**src/rtl/multicycle_control_pkg.sv**
```systemverilog
// Shared encodings for the multicycle MIPS main controller: opcodes, ALUOp codes,
// datapath mux codes and the controller state enumeration.
package multicycle_control_pkg;

    localparam logic [5:0] OP_RTYPE = 6'b000000;
    localparam logic [5:0] OP_LW    = 6'b100011;
    localparam logic [5:0] OP_SW    = 6'b101011;
    localparam logic [5:0] OP_BEQ   = 6'b000100;
    localparam logic [5:0] OP_BNE   = 6'b000101;
    localparam logic [5:0] OP_ADDI  = 6'b001000;
    localparam logic [5:0] OP_ANDI  = 6'b001100;
    localparam logic [5:0] OP_J     = 6'b000010;

    // Same values the downstream ALU control decoder expects.
    localparam logic [2:0] ALUOP_ADD   = 3'b000;
    localparam logic [2:0] ALUOP_SUB   = 3'b001;
    localparam logic [2:0] ALUOP_RTYPE = 3'b010;
    localparam logic [2:0] ALUOP_ADDI  = 3'b011;
    localparam logic [2:0] ALUOP_ANDI  = 3'b100;

    localparam logic [1:0] SRCB_B       = 2'b00;
    localparam logic [1:0] SRCB_FOUR    = 2'b01;
    localparam logic [1:0] SRCB_IMM     = 2'b10;
    localparam logic [1:0] SRCB_IMM_SH2 = 2'b11;

    localparam logic [1:0] PCSRC_ALU    = 2'b00;
    localparam logic [1:0] PCSRC_ALUOUT = 2'b01;
    localparam logic [1:0] PCSRC_JUMP   = 2'b10;

    typedef enum logic [3:0] {
        S_FETCH  = 4'd0,
        S_DECODE = 4'd1,
        S_MEMADR = 4'd2,
        S_MEMRD  = 4'd3,
        S_MEMWB  = 4'd4,
        S_MEMWR  = 4'd5,
        S_RTYPE  = 4'd6,
        S_RWB    = 4'd7,
        S_BRANCH = 4'd8,
        S_ADDI   = 4'd9,
        S_ANDI   = 4'd10,
        S_IWB    = 4'd11,
        S_JUMP   = 4'd12,
        S_TRAP   = 4'd13
    } state_t;

endpackage

```
**src/rtl/multicycle_next_state.sv**
```systemverilog
// Pure combinational next-state function of the multicycle controller:
// (current state, opcode from the IR, memory ready) -> next state.
module multicycle_next_state
    import multicycle_control_pkg::*;
#(
    parameter int OPW = 6
) (
    input  logic [3:0]     state_i,
    input  logic [OPW-1:0] opcode_i,
    input  logic           mem_ready_i,
    output logic [3:0]     next_state_o
);

    state_t cur;
    state_t nxt;

    assign cur          = state_t'(state_i);
    assign next_state_o = nxt;

    always_comb begin
        // NOTE: every variable written here gets a value before the case so no latch is inferred.
        nxt = S_FETCH;
        unique case (cur)
            S_FETCH:  nxt = mem_ready_i ? S_DECODE : S_FETCH;
            S_DECODE: begin
                unique case (opcode_i)
                    OP_LW, OP_SW:   nxt = S_MEMADR;
                    OP_RTYPE:       nxt = S_RTYPE;
                    OP_BEQ, OP_BNE: nxt = S_BRANCH;
                    OP_ADDI:        nxt = S_ADDI;
                    OP_ANDI:        nxt = S_ANDI;
                    OP_J:           nxt = S_JUMP;
                    default:        nxt = S_TRAP;
                endcase
            end
            // Only lw/sw reach MEMADR; anything but sw is treated as a load.
            S_MEMADR: nxt = (opcode_i == OP_SW) ? S_MEMWR : S_MEMRD;
            S_MEMRD:  nxt = mem_ready_i ? S_MEMWB : S_MEMRD;
            S_MEMWB:  nxt = S_FETCH;
            S_MEMWR:  nxt = mem_ready_i ? S_FETCH : S_MEMWR;
            S_RTYPE:  nxt = S_RWB;
            S_RWB:    nxt = S_FETCH;
            S_BRANCH: nxt = S_FETCH;
            S_ADDI:   nxt = S_IWB;
            S_ANDI:   nxt = S_IWB;
            S_IWB:    nxt = S_FETCH;
            S_JUMP:   nxt = S_FETCH;
            S_TRAP:   nxt = S_TRAP;
            default:  nxt = S_FETCH;
        endcase
    end

endmodule

```
**src/rtl/multicycle_control.sv**
```systemverilog
// Main control FSM of the multicycle MIPS datapath: state register plus
// output decode; reset forces every output low in the same cycle.
module multicycle_control
    import multicycle_control_pkg::*;
#(
    parameter int OPW  = 6,
    parameter int AOPW = 3
) (
    input  logic            clk,
    input  logic            reset,
    input  logic [OPW-1:0]  opcode,
    input  logic            mem_ready,
    output logic            pc_write,
    output logic            pc_write_beq,
    output logic            pc_write_bne,
    output logic            i_or_d,
    output logic            mem_read,
    output logic            mem_write,
    output logic            ir_write,
    output logic            mem_to_reg,
    output logic            reg_dst,
    output logic            reg_write,
    output logic            alu_src_a,
    output logic [1:0]      alu_src_b,
    output logic [AOPW-1:0] alu_op,
    output logic [1:0]      pc_source,
    output logic            illegal,
    output logic [3:0]      state
);

    state_t     state_q;
    state_t     state_d;
    logic [3:0] next_state;

    multicycle_next_state #(
        .OPW (OPW)
    ) u_next_state (
        .state_i      (state_q),
        .opcode_i     (opcode),
        .mem_ready_i  (mem_ready),
        .next_state_o (next_state)
    );

    assign state_d = state_t'(next_state);

    always_ff @(posedge clk) begin
        // NOTE: sequential state uses non-blocking assignment so all flops update together.
        if (reset) begin
            state_q <= S_FETCH;
        end else begin
            state_q <= state_d;
        end
    end

    always_comb begin
        pc_write     = 1'b0;
        pc_write_beq = 1'b0;
        pc_write_bne = 1'b0;
        i_or_d       = 1'b0;
        mem_read     = 1'b0;
        mem_write    = 1'b0;
        ir_write     = 1'b0;
        mem_to_reg   = 1'b0;
        reg_dst      = 1'b0;
        reg_write    = 1'b0;
        alu_src_a    = 1'b0;
        alu_src_b    = SRCB_B;
        alu_op       = ALUOP_ADD;
        pc_source    = PCSRC_ALU;
        illegal      = 1'b0;
        state        = 4'd0;

        if (!reset) begin
            state = state_q;
            unique case (state_q)
                S_FETCH: begin
                    mem_read  = 1'b1;
                    alu_src_b = SRCB_FOUR;
                    // IR and PC only load on the cycle the instruction word arrives.
                    ir_write  = mem_ready;
                    pc_write  = mem_ready;
                end
                S_DECODE: alu_src_b = SRCB_IMM_SH2;
                S_MEMADR: begin
                    alu_src_a = 1'b1;
                    alu_src_b = SRCB_IMM;
                end
                S_MEMRD: begin
                    mem_read = 1'b1;
                    i_or_d   = 1'b1;
                end
                S_MEMWB: begin
                    reg_write  = 1'b1;
                    mem_to_reg = 1'b1;
                end
                S_MEMWR: begin
                    mem_write = 1'b1;
                    i_or_d    = 1'b1;
                end
                S_RTYPE: begin
                    alu_src_a = 1'b1;
                    alu_op    = ALUOP_RTYPE;
                end
                S_RWB: begin
                    reg_write = 1'b1;
                    reg_dst   = 1'b1;
                end
                S_BRANCH: begin
                    alu_src_a    = 1'b1;
                    alu_op       = ALUOP_SUB;
                    pc_source    = PCSRC_ALUOUT;
                    pc_write_beq = (opcode == OP_BEQ);
                    pc_write_bne = (opcode == OP_BNE);
                end
                S_ADDI: begin
                    alu_src_a = 1'b1;
                    alu_src_b = SRCB_IMM;
                    alu_op    = ALUOP_ADDI;
                end
                S_ANDI: begin
                    alu_src_a = 1'b1;
                    alu_src_b = SRCB_IMM;
                    alu_op    = ALUOP_ANDI;
                end
                S_IWB:   reg_write = 1'b1;
                S_JUMP: begin
                    pc_write  = 1'b1;
                    pc_source = PCSRC_JUMP;
                end
                S_TRAP:  illegal = 1'b1;
                default: ;
            endcase
        end
    end

endmodule

```
**config.mk**
```make
export PLATFORM = sky130hd
export DESIGN_NAME = multicycle_control
export DESIGN_NICKNAME = d
export VERILOG_FILES = /design/src/rtl/multicycle_control_pkg.sv /design/src/rtl/multicycle_next_state.sv /design/src/rtl/multicycle_control.sv
export SDC_FILE = /design/constraint.sdc
export NUM_CORES = 1
export LEC_CHECK = 0
export ABC_AREA = 1
export CORE_MARGIN = 2
export CORE_UTILIZATION = 31
export CTS_CLUSTER_SIZE = 16
export DETAILED_ROUTE_END_ITERATION = 8
export PLACE_DENSITY = 0.72
export SLEW_MARGIN = 20
export SYNTH_ARGS = -nofsm -noshare
export SYNTH_HDL_FRONTEND = slang
export SYNTH_SLANG_ARGS = --single-unit
```
**constraint.sdc**
```tcl
create_clock -name clk -period 1.43 [get_ports clk]
set_clock_uncertainty 0.2 [all_clocks]
set_input_delay 0.429 -clock clk [delete_from_list [all_inputs] [get_ports clk]]
set_output_delay 0.429 -clock clk [all_outputs]
set_load 0.02 [all_outputs]
```
==> results.toml, run 1 <==
[synthesis]
syn_avg_cell_area_um2 = 5.03
syn-cell-area_um2 = 588
synth-edff-count = 0
synthTopCellsByCount = "nor2_1 (31), nand2_1 (22), inv_1 (13)"
synth.distinct_cells = 19
synthCells = 117
synth_top_area_share_pct = 19.8
synthTopCellsByArea = "nor2_1 (20%), nand2_1 (14%), dfxtp_1 (14%)"
ys.flop_type = "dfxtp_1"
async_flop_share_pct = 0
ys_seq_area_share_pct = 13.6
synth_warnings = 0
syn-num-nets = 126
yosysMostFrequentCell = "nor2_1"
ys_ff_latch = 4
synth_top_area_cell = "nor2_1"

[placement]
routabilityCongestion = 0.886
port_buffers = 31
dp_hpwl_mm = 2.03

[floorplan]
std_cell_rows = 15
dieWidth_um = 47.6
start_util_pct = 33.3
pin_count = 32
die_h_um = 47.6

[outcome]
haltStage = "global routing (5_1_grt)"
error = "[ERROR DPL-0038] Utilization greater than 100%, impossible to legalize"
status = "did not finish"

[timing]
worst_path_end_type = "primary output"
grt_worst_setup_endpoint = "pc_write_beq"

[clock_tree]
hold_buffers = 0
cts_sinks = 4
cts-root-buf = "clkbuf_4"
htree_levels = 1
cts_buffer_depth = 2
cts_buffers = 3

[global_route]
grt_max_degree = 9
-- per-stage QoR --
stage                     util (%)  worst slack (ns)  area [µm²]  std cells
after floorplan                  -            -0.386         812        117
after detailed placement      79.6             -1.27        1400        207
after global placement        79.6             -1.22        1400        207
after CTS                     96.2            -0.650        1700        223
-- kinds of logic after synthesis --
group	after synthesis	synth area share, %
and+or+nand+nor	82	64.3
AOI/OAI and AO/OA	8	7.23
DFF	4	13.6
buffers and inverters	23	14.9
-- timing repair --
| action | in CTS |
|---|---|
| buffers inserted | 13 |
| setup endpoints to repair | 27 |
| resized for setup | 194 |
| pin swaps | 18 |
==> inputs of run 2 (changes only) <==
--- a/config.mk
+++ b/config.mk
@@ -6,11 +6,10 @@
 export NUM_CORES = 1
 export LEC_CHECK = 0
 export ABC_AREA = 1
-export CORE_MARGIN = 2
-export CORE_UTILIZATION = 31
-export CTS_CLUSTER_SIZE = 16
+export CORE_AREA = 2 2 63 65
 export DETAILED_ROUTE_END_ITERATION = 8
-export PLACE_DENSITY = 0.72
+export DIE_AREA = 0 0 65 67
+export PLACE_DENSITY_LB_ADDON = 0.15
 export SLEW_MARGIN = 20
 export SYNTH_ARGS = -nofsm -noshare
 export SYNTH_HDL_FRONTEND = slang
==> constraint.sdc (replaced) <==
create_clock -name clk -period 1.85 [get_ports clk]
set_clock_uncertainty 0.2 [all_clocks]
set_input_delay 0.555 -clock clk [delete_from_list [all_inputs] [get_ports clk]]
set_output_delay 0.555 -clock clk [all_outputs]
set_load 0.02 [all_outputs]
==> results.toml, run 2 <==
[placement]
port_buffers = 31
dp_hpwl_mm = 2.00
dpl.cell_count = 231
pre_cts_slack_ns = -1.06
placed_area_mm2 = 0.00131
routabilityCongestion = 0.753

[synthesis]
synth_top_area_share_pct = 19.8
ys_ff_latch = 4
ys_seq_area_share_pct = 13.6
synthTopCellsByCount = "nor2_1 (31), nand2_1 (22), inv_1 (13)"
synth_top_area_cell = "nor2_1"
syn-cell-area_um2 = 588
async_flop_share_pct = 0
synth.distinct_cells = 19
synth_warnings = 0
ys.flop_type = "dfxtp_1"
synthCells = 117
yosysMostFrequentCell = "nor2_1"
syn-num-nets = 126
syn_avg_cell_area_um2 = 5.03
synth-edff-count = 0
synthTopCellsByArea = "nor2_1 (20%), nand2_1 (14%), dfxtp_1 (14%)"

[floorplan]
pin_count = 32
core-area_mm2 = 0.00361
start_util_pct = 16.3
die_h_um = 67
die_area_mm2 = 0.00436
dieWidth_um = 65
std_cell_rows = 22

[final_layout]
drive_gt1_share_pct = 64.0
top_register = "state_q"
final_util_pct = 45.8
nets = 208
layout_common_cells = "buf_4 (46), nand2_1 (19), buf_6 (19), nor2_1 (18), nor2_4 (16)"
reg_top3 = "state_q: 4 flops"
final_common_cell = "buf_4"
largest_reg_flops = 4
final-instance-count-excl-fill = 245
syn_to_final_growth_pct = 181
diodes = 0
design_area_mm2 = 0.00165

[outcome]
status = "complete, but fails checks"
violations = "negative setup slack"

[clock_tree]
clock_latency_ns = 0.22
clk_pin_slew_worst_paths_ns = 0.03
htree_levels = 1
cts_buffer_depth = 2
cts_sinks = 4
cts-root-buf = "clkbuf_8"
hold_buffers = 0
cts_buffers = 3
cts_tree = "yes"

[pwr]
vdd_drop_max_uv = 218
p_leak_nw = 0.769
p_per_area_mw_per_mm2 = 863
power_mw = 1.42

[worst_setup_path]
worstPathArrival_ns = 1.37
cp_max_fo = 3
criticalPathCategory = "primary input to output port"
timing.reg2reg.setup_slack_ns = 0.21
cp_slowest_cell = "dlygate4sd2_1"
cp_common_cell = "buf_4"
cp-start-kind = "primary input"
cp.required_ns = 1.09
cp-end-kind = "output port"
rr_startpoint = "state_q[2]"
reg2reg_to = "state_q[0]"
r2r_cells = 8
cp_slowest_stage_delay_ns = 0.26
crit_chain = "dlygate4sd2_1 > buf_4 > nor4_4 > buf_4"

[timing]
finalCritPeriodShare_pct = 115
hold_slack_ns = 0.557
rsz0062_at_grt = "yes"
setup_viol = 22
max_freq_mhz = 472
layout_setup_ws_ns = -0.270
max_slew_margin_pct = 82.1
tns_ns = -3.12
drv_slew = 0
worstMarginPinSlew_ns = 0.268
final_hold_viol_count = 0
layout_min_cycle_time_ns = 2.12

[global_route]
antenna_found_initial = 0
grtUsageTotal_pct = 13.1
grt_pass1_vias = 1025
top_usage_layer = "met2"
grt_use_met3_pct = 2.53
grt_overflow_total = 0
grt_pass1_wl_mm = 4.38
grt_max_degree = 7
grt_use_met1_pct = 13.2
use_met2_pct = 25.8

[route]
drc_errors = 0
antenna_left = 0
initialDrtViolationCount = 15
vias = 1017
via_per_inst = 4.15
routedWlPerCell_um = 10.8
drt_pass1_iterations = 4
routed_wl_mm = 2.65

[job]
cap_violations = 0

[hold_path]
hold_path_depth = 4
hold_class = "flop to flop"
holdPathEnd = "state_q[3]"
hp-start = "state_q[3]"
==> run 2: cell counts after synthesis <==
No cell type changed its count.
==> run 2: final cells by class <==
cell class / count / area (µm²)
timing repair buffer: 79 / 717
inverter: 21 / 83.8
sequential: 4 / 90.1
multi-input combinational: 90 / 658
clock buffer: 3 / 41.3
fill: 375 / 1960
tap: 48 / 60.1
==> run 2: cells by family after synthesis <==
logic type,synth area share [%]
compound gates,7.23
buf+inv,14.9
simple gates,64.3
flops,13.6
==> run 2: per-layer routing <==
layer / part of all wire [%] / up-vias
li1: - / 536
met1: 37 / 453
met2: 57 / 23
met3: 4.3 / 5
met4: 1.7 / 0
met5: 0 / -
==> run 2: where the power goes <==
group          internal [mW]  leakage [nW]  switching (mW)
clock network          0.139        0.0216          0.0465
logic                  0.539         0.712           0.545
registers              0.121        0.0350          0.0342
total                  0.799         0.769           0.626
==> run 2: critical path: cells and delay by family <==
kind | cells | cell delay (ns)
buf+inv | 3 | 0.58
simple gates | 1 | 0.23
==> run 2: worst max-delay path by stage <==
stage | from | end | depth (start not counted)
final | opcode[0] | pc_write_beq | 4
after global routing | state_q[3] | pc_write_beq | 9
after CTS | state_q[3] | pc_write_bne | 9
after detailed placement | opcode[2] | pc_write_bne | 6
after global placement | opcode[2] | pc_write_beq | 6
after floorplan | reset | pc_write_beq | 4
==> run 2: what timing repair did <==
| action | CTS | global route |
|---|---|---|
| cloned | 1 | 0 |
| endpoints found under the setup margin | 27 | 24 |
| pin swaps | 14 | 8 |
| setup buffers | 7 | 4 |
| resized for setup | 171 | 38 |
No activity file was read; power rests on OpenSTA's default activity.
